## config.mk

```make
export PLATFORM = sky130hd
export DESIGN_NAME = uc_seq
export DESIGN_NICKNAME = d
export VERILOG_FILES = /design/src/rtl/uc_seq.sv
export SDC_FILE = /design/constraint.sdc
export NUM_CORES = 1
export LEC_CHECK = 0
export ABC_AREA = 1
export CAP_MARGIN = 40
export CORE_ASPECT_RATIO = 1.25
export CORE_UTILIZATION = 50
export CTS_BUF_LIST = sky130_fd_sc_hd__clkbuf_8
export DETAILED_ROUTE_END_ITERATION = 16
export PLACE_DENSITY_LB_ADDON = 0.25
export SETUP_SLACK_MARGIN = 0.3
export SLEW_MARGIN = 25
export SYNTH_ARGS = -nofsm -noshare
export SYNTH_HDL_FRONTEND = slang
export SYNTH_SLANG_ARGS = --single-unit
```

## constraint.sdc

```tcl
create_clock -name clk -period 4.3 [get_ports clk]
set_input_delay 0.43 -clock clk [delete_from_list [all_inputs] [get_ports clk]]
set_output_delay 0.43 -clock clk [all_outputs]
set_load 0.005 [all_outputs]
```

## src/rtl/uc_seq.sv

```systemverilog
// Sequential control unit for the microc datapath: START bubble, RUN decode, sticky HALT,
// with a saturating retired-instruction counter and a wrapping taken-branch counter.
module uc_seq #(
    parameter int CNT_W = 16,
    parameter int BR_W  = 8
) (
    input  logic             clk,
    input  logic             reset,
    input  logic [5:0]       Opcode,
    input  logic             z,
    output logic             s_inc,
    output logic             s_inm,
    output logic             we3,
    output logic             wez,
    output logic [2:0]       Op,
    output logic             pc_hold,
    output logic             halted,
    output logic [CNT_W-1:0] icount,
    output logic [BR_W-1:0]  brcount
);
    localparam logic [1:0] S_START = 2'd0;
    localparam logic [1:0] S_RUN   = 2'd1;
    localparam logic [1:0] S_HALT  = 2'd2;

    logic [1:0]       state_q, state_d;
    logic [CNT_W-1:0] icount_q, icount_d;
    logic [BR_W-1:0]  brcount_q, brcount_d;
    logic             retire;

    // Outputs default to the idle/bubble word; only RUN overrides them.
    always_comb begin
        s_inc   = 1'b1;
        s_inm   = 1'b0;
        we3     = 1'b0;
        wez     = 1'b0;
        Op      = 3'b000;
        pc_hold = 1'b1;
        retire  = 1'b0;
        state_d = state_q;
        case (state_q)
            S_START: state_d = S_RUN;
            S_RUN: begin
                pc_hold = 1'b0;
                retire  = 1'b1;
                casez (Opcode)
                    6'b000???: begin
                        Op  = Opcode[2:0];
                        we3 = 1'b1;
                        wez = 1'b1;
                    end
                    6'b001???: begin
                        we3   = 1'b1;
                        s_inm = 1'b1;
                    end
                    6'b010000: s_inc = 1'b0;
                    6'b010001: s_inc = ~z;
                    6'b010010: s_inc = z;
                    6'b111111: begin
                        pc_hold = 1'b1;
                        retire  = 1'b0;
                        state_d = S_HALT;
                    end
                    default: ;
                endcase
            end
            S_HALT: state_d = S_HALT;
            default: state_d = S_START;
        endcase
    end

    always_comb begin
        icount_d  = icount_q;
        brcount_d = brcount_q;
        if (retire && icount_q != {CNT_W{1'b1}})
            icount_d = icount_q + CNT_W'(1);
        if (state_q == S_RUN && !s_inc)
            brcount_d = brcount_q + BR_W'(1);
    end

    always_ff @(posedge clk) begin
        if (!reset) begin
            state_q   <= S_START;
            icount_q  <= '0;
            brcount_q <= '0;
        end else begin
            state_q   <= state_d;
            icount_q  <= icount_d;
            brcount_q <= brcount_d;
        end
    end

    assign halted  = (state_q == S_HALT);
    assign icount  = icount_q;
    assign brcount = brcount_q;
endmodule

```

==> metrics.yaml <==
sta:
  setup_violations: 0
  period_minus_slack_ns: 2.48
  fmax_mhz: 403
  worstMarginPinSlew_ns: 0.503
  rsz0062_at_grt: "no"
  final-hold-violation-count: 0
  finalCritPeriodShare: 0.577
  maxSlewHeadroom: 0.662
  skew_ns: 0.00535
  slew_violations: 0
  fin_setup_tns_ns: 0
route:
  drt_first_pass_iters: 4
  wl_per_cell_um: 10.9
  vias: 1634
  drt_iter0_drc: 58
  via_per_inst: 5.09
  wirelength_um: 3480
  drc_errors: 0
  drtAntennaViolNets: 0
worst_setup_path:
  crit_fanout: 10
  worst_ep_required_time_ns: 3.87
  startpoint_type: "input pin"
  worstPathArrival_ns: 2.05
  path_buf_inv: 4
  slowest_stage: "clkdlybuf4s50_1"
  critPathCaptureType: "output pin"
  slowest_delay_ns: 0.57
  path_cells: "clkdlybuf4s50_1 -> inv_1 -> nand2_1 -> o21ai_0 -> inv_1 -> nand2_1 -> clkdlybuf4s50_1"
  cp_top_family: "buffers and inverters"
  critPathKind: "input pin to output pin"
flow_run:
  maxCapViolCount: 0
synthesis:
  ys_types: 22
  ys_seq_elements: 26
  netlist_area_um2: 1560
  synthCells: 244
  ys_seq_area_frac: 0.334
  syn_avg_cell_area_um2: 6.39
  synthesis.nets: 258
  yosys_warnings: 0
pwr:
  swShare: 0.309
  internal-power_mw: 0.459
  power_leakage_nw: 0.732
  p_sw_mw: 0.206
  seqPwrFrac: 0.413
  p_comb_frac: 0.279
  powerDensity_nw_per_um2: 323
  pwr-share-clk: 0.308
  ir_worst_vdd_uv: 241
clocking:
  post-cts-setup-buffers: 0
  holdBufCountCts: 0
  cts_tree: "built"
  h-tree-depth: 1
  cts_resized: 0
  cts_made_buffers: 3
  clockBufferDepth: 2
  cts.sinks: 26
  clock_latency_ns: 0.27
  clkTransAtPathRegs_ns: 0.09
  clockRootBuffer: "clkbuf_8"
floorplanning:
  ios: 42
  die_h_um: 64.5
  core_area_um2: 2950
  fp.dieArea_um2: 3350
  start_util: 0.530
  fp.dieW_um: 52.0
  num_rows: 22
final_layout:
  stdcell_area_um2: 2060
  areaGrowthSynthToFinish_pct: 31.8
  drive_above_1_share: 0.0421
  antenna_cells: 0
  fillers: 256
  nNetsFinal: 300
place:
  placed_cell_area_um2: 1990
  place_congestion: 0.789
  hpwl_um: 2540
  port_buffers: 41
global_route:
  overflow: 0
  antenna_found_initial: 0
  grt_start_max_net_pins: 19
  grt_pass1_vias: 1401
  grt_usage: 0.225
  grt_pass1_wl_um: 5800
run_status:
  status: "finished clean"
worst_hold_path:
  hold_class: "flip-flop to flip-flop"
routing by layer:
layer  GRT usage  share of wire  vias to the layer above
li1            -              -                      853
met1       0.259           0.43                      735
met2       0.413           0.51                       40
met3      0.0235          0.042                        6
met4      0.0811          0.016                        0
met5           0              0                        -
synthesized netlist by cell type:
library cell	n	area share
xnor2_1	3	0.017
nand4_1	5	0.020
nand2_1	81	0.19
inv_2	2	0.0048
o21ai_4	1	0.010
xor2_1	8	0.045
clkbuf_1	2	0.0048
nand3_1	14	0.045
ha_1	5	0.040
nor2_2	2	0.0080
nor2_1	33	0.079
a21oi_2	1	0.0056
dfxtp_1	26	0.33
a21oi_1	23	0.074
clkinv_1	1	0.0024
nor3_1	4	0.013
nand2_2	1	0.0040
buf_6	2	0.014
nor2_4	1	0.0072
o21ai_0	6	0.019
inv_1	22	0.053
nand3b_1	1	0.0048
power groups by stage:
stage	Combinational, mW	Sequential, mW	Clock [mW]
3_5_place_dp	0.185	0.280	0
6_report	0.186	0.274	0.205
4_1_cts	0.187	0.274	0.208
2_1_floorplan	0.127	0.278	0
5_1_grt	0.213	0.277	0.222
3_3_place_gp	0.180	0.280	0
layout by cell type, fill, tap and decap left out, types with 2 or more instances in the layout:
| cell | count |
|---|---|
| clkdlybuf4s50_1 | 41 |
| nand3_1 | 14 |
| nor3_1 | 4 |
| clkbuf_8 | 3 |
| inv_1 | 22 |
| nand4_1 | 5 |
| nor2_2 | 2 |
| ha_1 | 5 |
| a21oi_1 | 23 |
| o21ai_0 | 6 |
| xor2_1 | 8 |
| xnor2_1 | 3 |
| nor2_1 | 33 |
| nand2_1 | 81 |
| inv_2 | 2 |
| dfxtp_1 | 26 |
cell type report:
class | instances | area [um^2] | area share
well taps | 36 | 45.0 | 0.0219
multi-input cells | 189 | 916 | 0.445
clock inverters | 1 | 30.0 | 0.0146
inverters | 25 | 93.8 | 0.0456
flip-flops and latches | 26 | 520 | 0.253
clock buffers | 3 | 41.3 | 0.0201
repair buffers | 41 | 410 | 0.200
sequential cells by signal (all words and copies together), names as in the netlist:
name and cells:
icount 16, state_q 2, brcount 8
stage by stage:
stage / utilization / worst slack, ns / hold WS (ns) / cells / power (mW)
6_report: 0.698 / 1.82 / 0.489 / 321 / 0.665
5_1_grt: 0.698 / 1.66 / 0.531 / 321 / 0.712
4_1_cts: 0.698 / 1.81 / 0.495 / 321 / 0.670
3_5_place_dp: 0.674 / 1.82 / 0.482 / 317 / 0.465
3_3_place_gp: 0.674 / 1.87 / 0.477 / 317 / 0.460
2_1_floorplan: - / 2.75 / 0.474 / 244 / 0.405
worst min-delay path, delay by kind of cell (launching register included):
kind | cells | cell delay [ns]
AOI/OAI and AO/OA | 1 | 0.06
DFF | 1 | 0.33
and+or+nand+nor | 1 | 0.06
cells by family (layout without fill, tap and decap cells):
group,Yosys count,count (layout),synth area share
buf+inv,29,70,0.0794
xor+xnor,11,11,0.0618
simple gates,142,142,0.376
flops,26,26,0.334
compound gates,31,31,0.109
fa+ha+maj,5,5,0.0401
path summary, 6_finish.rpt:
check / end / start / depth (start not counted) / slack [ns]
worst max register to register: icount[14]$_SDFFE_PN0P_ / icount[0]$_SDFFE_PN0P_ / 7 / 2.56
worst min register to register: brcount[6]$_SDFFE_PN0P_ / brcount[6]$_SDFFE_PN0P_ / 2 / 0.49
worst min-delay path: brcount[6]$_SDFFE_PN0P_ / brcount[6]$_SDFFE_PN0P_ / 2 / 0.49
worst max-delay path: s_inc / Opcode[1] / 7 / 1.82
Note: power is estimated with default switching activity, not from simulation.
